$ cat src/rtl/pll_reset_sync.sv
// ---------------------------------------------------------------------------
// pll_reset_sync
//
// Consumer end of a PLL. Runs in the PLL output clock domain, qualifies the
// asynchronous PLL lock flag, and produces a clean, held, synchronously
// released reset for the logic that follows. Loss of lock while the domain is
// running is flagged and counted.
//
// Optional feature macro: PLL_RESET_SYNC_LOSS_COUNT_EN
//   defined   : lock_lost pulses on each loss of lock in RUN, and loss_count
//               keeps a saturating tally that clear_count zeroes.
//   undefined : lock_lost and loss_count are tied to 0 and clear_count is
//               ignored. The state machine, sys_reset and ready are unchanged.
//
// Parameters
//   LOCK_STABLE_CYCLES : consecutive synchronized-lock cycles needed (>= 1)
//   RESET_HOLD_CYCLES  : cycles sys_reset stays high after qualification (>= 1)
//   CNT_W              : qualify/hold counter width
//
// Ports
//   clock_in    in   PLL output clock, the only clock
//   reset       in   asynchronous, active-high reset
//   locked      in   PLL lock flag, asynchronous to clock_in
//   clear_count in   synchronous clear of loss_count
//   sys_reset   out  active-high reset for the downstream domain (registered)
//   ready       out  high while running on a qualified clock (registered)
//   lock_lost   out  one-cycle pulse on each loss of lock in RUN
//   loss_count  out  8-bit saturating count of lock_lost events
// ---------------------------------------------------------------------------
module pll_reset_sync #(
    parameter int LOCK_STABLE_CYCLES = 1024,
    parameter int RESET_HOLD_CYCLES  = 16,
    parameter int CNT_W              = 16
) (
    input  logic       clock_in,
    input  logic       reset,
    input  logic       locked,
    input  logic       clear_count,
    output logic       sys_reset,
    output logic       ready,
    output logic       lock_lost,
    output logic [7:0] loss_count
);

    typedef enum logic [1:0] {
        WAIT_LOCK = 2'd0,
        STABLE    = 2'd1,
        HOLD      = 2'd2,
        RUN       = 2'd3
    } state_t;

    localparam logic [CNT_W-1:0] STABLE_LAST = CNT_W'(LOCK_STABLE_CYCLES - 1);
    localparam logic [CNT_W-1:0] HOLD_LAST   = CNT_W'(RESET_HOLD_CYCLES - 1);

    logic             r_syncMeta;
    logic             r_syncOut;
    logic             w_lockedS;
    state_t           r_state;
    logic [CNT_W-1:0] r_cnt;
    logic             r_sysReset;
    logic             r_ready;
    logic             w_lossEvent;

    // Two-flop synchronizer for the asynchronous lock flag; only r_syncOut
    // may be used by the rest of the design.
    always_ff @(posedge clock_in or posedge reset) begin
        if (reset) begin
            r_syncMeta <= 1'b0;
            r_syncOut  <= 1'b0;
        end else begin
            r_syncMeta <= locked;
            r_syncOut  <= r_syncMeta;
        end
    end

    assign w_lockedS = r_syncOut;

    // A drop of the synchronized lock while running is the only event that
    // counts as a loss; drops during qualification just restart it.
    assign w_lossEvent = (r_state == RUN) && !w_lockedS;

    // Lock qualification state machine. sys_reset and ready are registered
    // from the next state so they change on the same edge the state does.
    always_ff @(posedge clock_in or posedge reset) begin
        if (reset) begin
            r_state    <= WAIT_LOCK;
            r_cnt      <= '0;
            r_sysReset <= 1'b1;
            r_ready    <= 1'b0;
        end else begin
            case (r_state)
                WAIT_LOCK: begin
                    if (w_lockedS) begin
                        r_state <= STABLE;
                        r_cnt   <= '0;
                    end
                    r_sysReset <= 1'b1;
                    r_ready    <= 1'b0;
                end
                STABLE: begin
                    if (!w_lockedS) begin
                        r_state <= WAIT_LOCK;
                    end else if (r_cnt == STABLE_LAST) begin
                        r_state <= HOLD;
                        r_cnt   <= '0;
                    end else begin
                        r_cnt <= r_cnt + 1'b1;
                    end
                    r_sysReset <= 1'b1;
                    r_ready    <= 1'b0;
                end
                HOLD: begin
                    if (!w_lockedS) begin
                        r_state    <= WAIT_LOCK;
                        r_sysReset <= 1'b1;
                        r_ready    <= 1'b0;
                    end else if (r_cnt == HOLD_LAST) begin
                        r_state    <= RUN;
                        r_sysReset <= 1'b0;
                        r_ready    <= 1'b1;
                    end else begin
                        r_cnt      <= r_cnt + 1'b1;
                        r_sysReset <= 1'b1;
                        r_ready    <= 1'b0;
                    end
                end
                RUN: begin
                    if (!w_lockedS) begin
                        r_state    <= WAIT_LOCK;
                        r_sysReset <= 1'b1;
                        r_ready    <= 1'b0;
                    end else begin
                        r_sysReset <= 1'b0;
                        r_ready    <= 1'b1;
                    end
                end
                default: begin
                    r_state    <= WAIT_LOCK;
                    r_cnt      <= '0;
                    r_sysReset <= 1'b1;
                    r_ready    <= 1'b0;
                end
            endcase
        end
    end

    assign sys_reset = r_sysReset;
    assign ready     = r_ready;

`ifdef PLL_RESET_SYNC_LOSS_COUNT_EN
    logic       r_lockLost;
    logic [7:0] r_lossCount;

    // Loss pulse and saturating tally. A clear on the same edge as a loss
    // wins for the count, but the pulse is still produced.
    always_ff @(posedge clock_in or posedge reset) begin
        if (reset) begin
            r_lockLost  <= 1'b0;
            r_lossCount <= 8'd0;
        end else begin
            r_lockLost <= w_lossEvent;
            if (clear_count) begin
                r_lossCount <= 8'd0;
            end else if (w_lossEvent && (r_lossCount != 8'hFF)) begin
                r_lossCount <= r_lossCount + 8'd1;
            end
        end
    end

    assign lock_lost  = r_lockLost;
    assign loss_count = r_lossCount;
`else
    logic w_unusedLossInputs;

    // Without the counter there is nothing to consume the clear or the
    // loss event; they are gathered here so the intent is explicit.
    assign w_unusedLossInputs = clear_count ^ w_lossEvent;
    assign lock_lost          = 1'b0;
    assign loss_count         = 8'd0;
`endif

endmodule

$ cat config.mk
export PLATFORM = sky130hd
export DESIGN_NAME = pll_reset_sync
export DESIGN_NICKNAME = d
export VERILOG_FILES = /design/src/rtl/pll_reset_sync.sv
export SDC_FILE = /design/constraint.sdc
export NUM_CORES = 1
export LEC_CHECK = 0
export BUFFER_PORTS_ARGS = -buffer_cell sky130_fd_sc_hd__clkbuf_2
export CAP_MARGIN = 20
export CORE_MARGIN = 2
export CORE_UTILIZATION = 30
export DETAILED_ROUTE_END_ITERATION = 8
export PLACE_DENSITY = 0.52
export RECOVER_POWER = 50
export SYNTH_ARGS = -nofsm -noshare
export SYNTH_HDL_FRONTEND = slang
export SYNTH_SLANG_ARGS = --single-unit
$ cat constraint.sdc
create_clock -name clock_in -period 2.55 [get_ports clock_in]
set_input_delay 0.1275 -clock clock_in [delete_from_list [all_inputs] [get_ports clock_in]]
set_output_delay 0.1275 -clock clock_in [all_outputs]
set_load 0.005 [all_outputs]
* Word-level counts from Yosys, hierarchy flattened
Index checks and enable logic that the tools add are counted.
W data, S select, Z words.
** Storage, ports and cells
- Output and inout bits :: 11
- Logic and storage cells :: 45
- Input bits :: 4
- Register bits after elaboration :: 22
** Operators by class
- Mux-type cells :: 21
- Equality and inequality tests :: 12
- $add $sub $neg :: 1
- Reduce and logical (&&, ||, !) cells :: 5
** Operators with widths (number)
- $mux W16 :: 5
- $pmux W16 S3 :: 1
- $add A16 B1 Y16 const B :: 1
- $eq A16 B10 Y1 const B :: 1
- $eq A16 B4 Y1 const B :: 1
- $mux W2 :: 6
- $ne A2 B2 Y1 const B :: 5
- $pmux W2 S4 :: 1
- $mux W1 :: 6
- $ne A3 B3 Y1 const B :: 2
- $pmux W1 S3 :: 2
- $reduce_and A5 Y1 :: 1
- $eq A2 B2 Y1 const B :: 2
- $reduce_and A4 Y1 :: 1
- $reduce_bool A3 Y1 :: 1
- $eq A2 B1 Y1 const B :: 1
- $logic_not A2 Y1 :: 1
- $reduce_or A2 Y1 :: 1

* Depth between registers and ports, before layout
Gate-level depths: netlist (run 1).
- Depth after elaboration :: 4
- Gate-level depth with buffers :: 9
- Depth with buffers taken out :: 7

* Least setup slack after synthesis (run 1)
Ideal clock, no wire load.
- Kind :: register to register
- From :: reg r_state[0]
- To :: reg r_cnt[7]
- Period minus slack after synthesis :: 2.050 ns
- Arrival :: 1.946 ns
- Cell stages (with the launch flop) :: 10
- Path slack :: 0.500 ns
- Data required time :: 2.447 ns
- Path buffers :: 2
- Library setup time :: 0.103 ns
- Cell sequence :: dfrtp_1 inv_1 ha_1 buf_6 or4_4 nand2_4 o21ai_2 nand2b_4 buf_6 o41ai_2
** On the way
- Longest elaborated chain between the ends :: 3
- Elaborated cells on any way between the ends :: 10
- Classes of those cells :: eq/ne: 6; mux: 1; reduce/logical: 3
** Ends and longest elaborated chain
- from (decl) :: line 58 : state_t r_state;
- from (signal assigned) :: line 86 : r_state <= WAIT_LOCK;
- from (signal assigned) :: line 94 : r_state <= STABLE;
- from (signal assigned) :: line 102 : r_state <= WAIT_LOCK;
- $eq A2 B2 Y1 (tied with other cells) :: line 91 : case (r_state)
- $ne A2 B2 Y1 (no source line) or $reduce_bool A3 Y1 (tied branches)
- $reduce_and A5 Y1 (no source line)
- to (signal assigned) :: line 107 : r_cnt <= r_cnt + 1'b1;
- to (signal assigned) :: line 122 : r_cnt <= r_cnt + 1'b1;
- to (decl) :: line 59 : logic [CNT_W-1:0] r_cnt;
Several ways; a longest one is shown, not always the timed one.
A chain may end at the register's enable or synchronous reset.

* Final worst setup path (run 1)
Same ends and word-level chain as after synthesis.

==> flow_summary.ini, run 1 <==
[status]
status = completed

[setup_path]
rrSetupSlack_ns = 0.36
cp_max_fo = 9
worst-setup-path-type = reg2reg
worst_r2r_startpoint = r_state[0]
cp.required_ns = 2.70
critPathArrivalTime_ns = 2.34
reg2reg_depth = 8
crit_path_start_kind = flip-flop
r2r_end = r_cnt[7]
end_kind = flip-flop

[cts]
clockBufferDepth = 2
cts_tree = built
cts_setup_buffers = 0
cts_buffers = 3
cts-htree-levels = 1
cts.sinks = 22
root_buffer = clkbuf_8
clock_latency_ns = 0.26
cts.reportedPaths.clkPinSlew_ns = 0.08

[synth]
synth_compound_gate_area_share_pct = 19.2
ys_ff_latch = 22
synth_top_area_cell = dfrtp_1
synth_top_family_by_area = simple AND/OR/NAND/NOR gates
synth_edf_count = 0
synthTopCellsByCount = 21 x dfrtp_1, 15 x nor2_1, 12 x nand2_1, 10 x o21ai_0
yosys.area_share.xor_xnor_pct = 2.46
synth-async-reset-ratio_pct = 100
yosys.area_share.simple_pct = 23.8
synth_most_common_cell = dfrtp_1
synth.mux.area_fraction_pct = 0
synth_area_per_cell_sq_um = 8.90
synth_flop_cell = dfrtp_1
syn_inst = 160
synth_warnings = 0
syn_area_sq_um = 1420
yosysSeqAreaShare_pct = 38.8
synthTopCellsByArea = dfrtp_1 37%, ha_1 5.3%, buf_4 4.7%, nor2_1 4.0%, o21ai_0 3.5%
ys_types = 44
synthAdderAreaFrac_pct = 5.27
synth_top_area_share_pct = 36.9

[detailed_routing]
drc = 0
drtAntennaViolNets = 0
drt_pre_antenna_iters = 4
num_vias = 1146
routed_via_density = 5.28
wirelength_microns = 2850
wl_per_cell_microns = 13.1
first_iter_violations = 56

[floorplan]
core_area_sq_um = 4660
start_util_pct = 30.6
die_h_microns = 72.9
dieArea_sq_um = 5310
die_w_microns = 72.9
io_pins = 15
row_count = 25

[placement]
placed_cell_area_sq_um = 1450
gp_congestion = 0.856
port_buffers = 4
dpl_worst_slack_ns = 0.358
dpl.hpwl_microns = 2130

[power]
power_density_nw_per_um2 = 834
leakage_nw = 0.620
peakVddDrop_mv = 0.294
power.total_w = 0.00125

[timing]
skew_ns = 0.00420
fmax_mhz = 456
tns_ns = 0
layout_min_cycle_time_ns = 2.19
rsz0062_at_grt = no
slew_headroom_pct = 43.7
worst_slack_ns = 0.358
worst_pin_slew_ns = 0.843
finalHoldViolations = 0
timing.final.crit_share_pct = 86.0
setup_violations = 0
drv_slew = 0

[finish]
area_growth_pct = 5.36
fin_area_sq_um = 1500
drive_gt1_share_pct = 12.3
ff_latch_area_sq_um = 552
diodes = 0
nets = 174
num-fill-cells = 490
multi_input_area_sq_um = 757

[global_routing]
antenna_found_initial = 0
grt_max_degree = 23
grt.total_usage_pct = 11.9
grt_pass1_vias = 1070
globalRoute.totalOverflow = 0
grt_pass1_wl_microns = 4990

[min_path]
hp-class = in2async

[job]
max_cap_viol_count = 0
## worst max-delay path, cell delays in order (launching register included)
cell and delay (ns):
dfrtp_1 0.39, inv_1 0.10, ha_1 0.31, or4_4 0.58, nand2_4 0.10, o21ai_2 0.11, buf_4 0.19, a22oi_1 0.21
o41ai_2 0.10
## routing by layer
layer / up-vias / global-route usage (%) / share of wire (%)
met2: 25 / 19.4 / 47
met1: 560 / 15.6 / 48
li1: 559 / - / -
met5: - / 0 / 0
met4: 0 / 3.50 / 0.91
met3: 2 / 3.04 / 4.2
## timing repair
action	in CTS	in global routing
resized for setup	0	0
endpoints found under the hold margin	1	0
hold buffers	1	0
## worst max-delay path by stage
stage / depth (start not counted) / end / slack (ns) / from
after global routing: 6 / r_cnt[7] / 0.20 / r_cnt[0]
after detailed placement: 8 / r_cnt[7] / 0.36 / r_state[0]
after floorplan: 9 / r_cnt[7] / 0.50 / r_state[0]
final: 8 / r_cnt[7] / 0.36 / r_state[0]
after global placement: 8 / r_cnt[7] / 0.39 / r_state[0]
after CTS: 8 / r_cnt[7] / 0.34 / r_state[0]
## cell type report
class	count	share of cell area, %
Clock buffer	4	3.00
Sequential cell	22	36.8
Timing Repair Buffer	7	3.00
Tap cell	54	4.50
Inverter	9	2.25
Multi-Input combinational cell	121	50.5
## cells by family after synthesis
group	count (synthesis)
AO/OA/AOI/OAI	39
XOR/XNOR	4
adder cells (fa/ha/maj)	6
buffers and inverters	25
flip-flops	22
other	1
AND/OR/NAND/NOR	63
## flip-flops by register name, indices dropped and copies added, names as in the netlist
| register | flops |
|---|---|
| r_cnt | 16 |
| r_state | 2 |
| r_syncMeta | 1 |
| r_syncOut | 1 |
| ready | 1 |
| sys_reset | 1 |
## placed cells by master, fill, tap and decap left out, types with 2 or more instances in the layout
cell type	n
a21oi_1	8
a22oi_1	3
and3_1	3
and4_1	2
buf_4	2
clkbuf_2	4
clkbuf_8	3
conb_1	9
dfrtp_1	21
ha_1	6
inv_1	9
nand2_1	12
nand2b_1	3
nand3_1	9
nand4_1	7
nor2_1	15
nor3_1	2
nor4_1	2
o21a_1	2
o21ai_0	10
o22ai_1	3
o31ai_1	2
xor2_1	4
## per-stage QoR
step	utilization, %	hold WS (ns)	instances
floorplan	-	0.116	168
global placement	31.0	0.241	212
detailed placement	31.0	0.243	212
CTS	32.2	0.0529	217
global route	32.2	0.112	217
finish	32.2	0.00482	217
## report_power, final
part	internal (W)	switching [W]	leakage (nW)
clock	0.000111	0.000113	0.0228
sequential	0.000385	0.0000358	0.295
combinational	0.000226	0.000380	0.302
Note: power is estimated with default switching activity, not from simulation.
==> run 2: changes to the inputs <==
- CORE_MARGIN: 2 -> 1.5
==> run 2 against run 1 <==
  * Die area fell by 2.7%
  * Count of clock-buffer cells in the layout fell by 1
  * Hold slack got worse by 0.0028 ns
  * Wire length fell by 3.6%
  * Maximum frequency fell by 0.57%
  * Global-route usage fell by 0.13 points
  * Non-clock buffer count did not move
  * Via count fell by 3.3%
  * Clock skew barely moved
  * Highest routed layer unchanged
  * Clock power rose by 44%
==> flow_summary.ini, run 2 (same netlist as run 1, synthesis figures left out) <==
[status]
status = completed

[finish]
drive_gt1_share_pct = 12.9
ff_latch_area_sq_um = 552
area_growth_pct = 7.03
largest_register_ffs = 16
mostFrequentLayoutCells = 21 x dfrtp_1, 15 x nor2_1, 12 x nand2_1
nets = 174
diodes = 0
num-fill-cells = 474
multi_input_area_sq_um = 757
largestRegisters = r_cnt (16), r_state (2)
layout_commonest_cell = dfrtp_1
largest-register = r_cnt
fin_area_sq_um = 1520

[detailed_routing]
drtAntennaViolNets = 0
drc = 0
wl_per_cell_microns = 12.8
routed_via_density = 5.15
wirelength_microns = 2740
num_vias = 1108
first_iter_violations = 63
drt_pre_antenna_iters = 4

[global_routing]
grt_pass1_wl_microns = 4910
antenna_found_initial = 0
grt_pass1_vias = 1076
grt_max_degree = 23
globalRoute.totalOverflow = 0
grt.total_usage_pct = 11.8

[timing]
layout_min_cycle_time_ns = 2.20
tns_ns = 0
slew_headroom_pct = 44.5
rsz0062_at_grt = no
finalHoldViolations = 0
fmax_mhz = 454
worst_pin_slew_ns = 0.831
setup_violations = 0
timing.final.crit_share_pct = 86.5
skew_ns = 0.00444
drv_slew = 0

[setup_path]
end_kind = flip-flop
worst_r2r_startpoint = r_state[0]
max_stage_delay_ns = 0.57
reg2reg_depth = 7
rrSetupSlack_ns = 0.35
cp_max_fo = 9
crit_path_start_kind = flip-flop
crit_chain = inv_1, ha_1, or4_4, a211oi_2, nand4_1, xor2_1, nor2_1
critPathArrivalTime_ns = 2.35
r2r_end = r_cnt[14]
cp_slowest_cell = or4_4
worst-setup-path-type = reg2reg
cp.required_ns = 2.69

[placement]
port_buffers = 4
placed_cell_area_sq_um = 1440
gp_congestion = 0.840
dpl.hpwl_microns = 2080

[cts]
cts-htree-levels = 1
clock_latency_ns = 0.26
cts_setup_buffers = 0
root_buffer = clkbuf_8
cts.sinks = 22
clockBufferDepth = 2
cts_buffers = 3
cts_hold_buffers = 1
cts.reportedPaths.clkPinSlew_ns = 0.08
cts_tree = built
ctsResizeCount = 0

[min_path]
hp-class = in2async

[floorplan]
die_h_microns = 71.9
io_pins = 15
row_count = 24
start_util_pct = 31.8
die_w_microns = 71.9
dieArea_sq_um = 5170
core_area_sq_um = 4470

[power]
leakage_nw = 0.633
power_density_nw_per_um2 = 882
peakVddDrop_mv = 0.261

[job]
max_cap_viol_count = 0
[run 2: changes by cell type in the layout (fill, tap and decap cells not counted)]
| cell | before | now |
|---|---|---|
| bufinv_16 | 0 | 1 |
| clkbuf_1 | 1 | 0 |
[run 2: final cells by class]
cell class	count	area share, %
Clock buffer	3	2.71
Tap cell	52	4.27
Sequential cell	22	36.2
Inverter	9	2.22
Clock inverter	1	1.97
Timing Repair Buffer	7	2.96
Multi-Input combinational cell	121	49.7
[run 2: per-stage QoR]
step / hold slack (ns) / setup slack, ns / std cells / util [%] / total power [W]
3_3_place_gp: 0.238 / 0.427 / 210 / 32.2 / 0.00102
6_report: 0.00202 / 0.345 / 215 / 34.1 / 0.00134
4_1_cts: 0.0301 / 0.363 / 215 / 34.1 / 0.00136
5_1_grt: 0.0667 / 0.220 / 215 / 34.1 / 0.00146
3_5_place_dp: 0.238 / 0.372 / 210 / 32.2 / 0.00103
2_1_floorplan: 0.116 / 0.500 / 168 / - / 0.000928
[run 2: worst max path at each step]
stage               depth (start not counted)  startpoint        end
floorplan                                   9  r_state[0]   r_cnt[7]
global placement                            8  r_state[0]   r_cnt[7]
detailed placement                          8  r_state[0]   r_cnt[7]
CTS                                         8  r_state[0]   r_cnt[7]
global route                                8  r_state[0]   r_cnt[5]
finish                                      7  r_state[0]  r_cnt[14]
[run 2: power by group]
part	internal [W]	total [W]	switching [W]	leakage, nW
clock	0.000210	0.000323	0.000113	0.0357
combinational	0.000227	0.000600	0.000373	0.302
sequential	0.000385	0.000422	0.0000368	0.295
[run 2: critical path, delay by kind of cell (launching register included)]
kind	cells	cell delay, ns
AO/OA/AOI/OAI	1	0.31
XOR/XNOR	1	0.18
adder cells (fa/ha/maj)	1	0.31
buffers and inverters	1	0.10
flip-flops	1	0.40
AND/OR/NAND/NOR	3	0.78
[run 2: layer usage]
| metal | up-vias | wire length (microns) | global-route usage (%) |
|---|---|---|---|
| li1 | 564 | - | - |
| met1 | 521 | 1370 | 16.4 |
| met2 | 19 | 1250 | 18.5 |
| met3 | 4 | 97 | 1.94 |
| met4 | 0 | 29 | 4.40 |
| met5 | - | 0 | 0 |
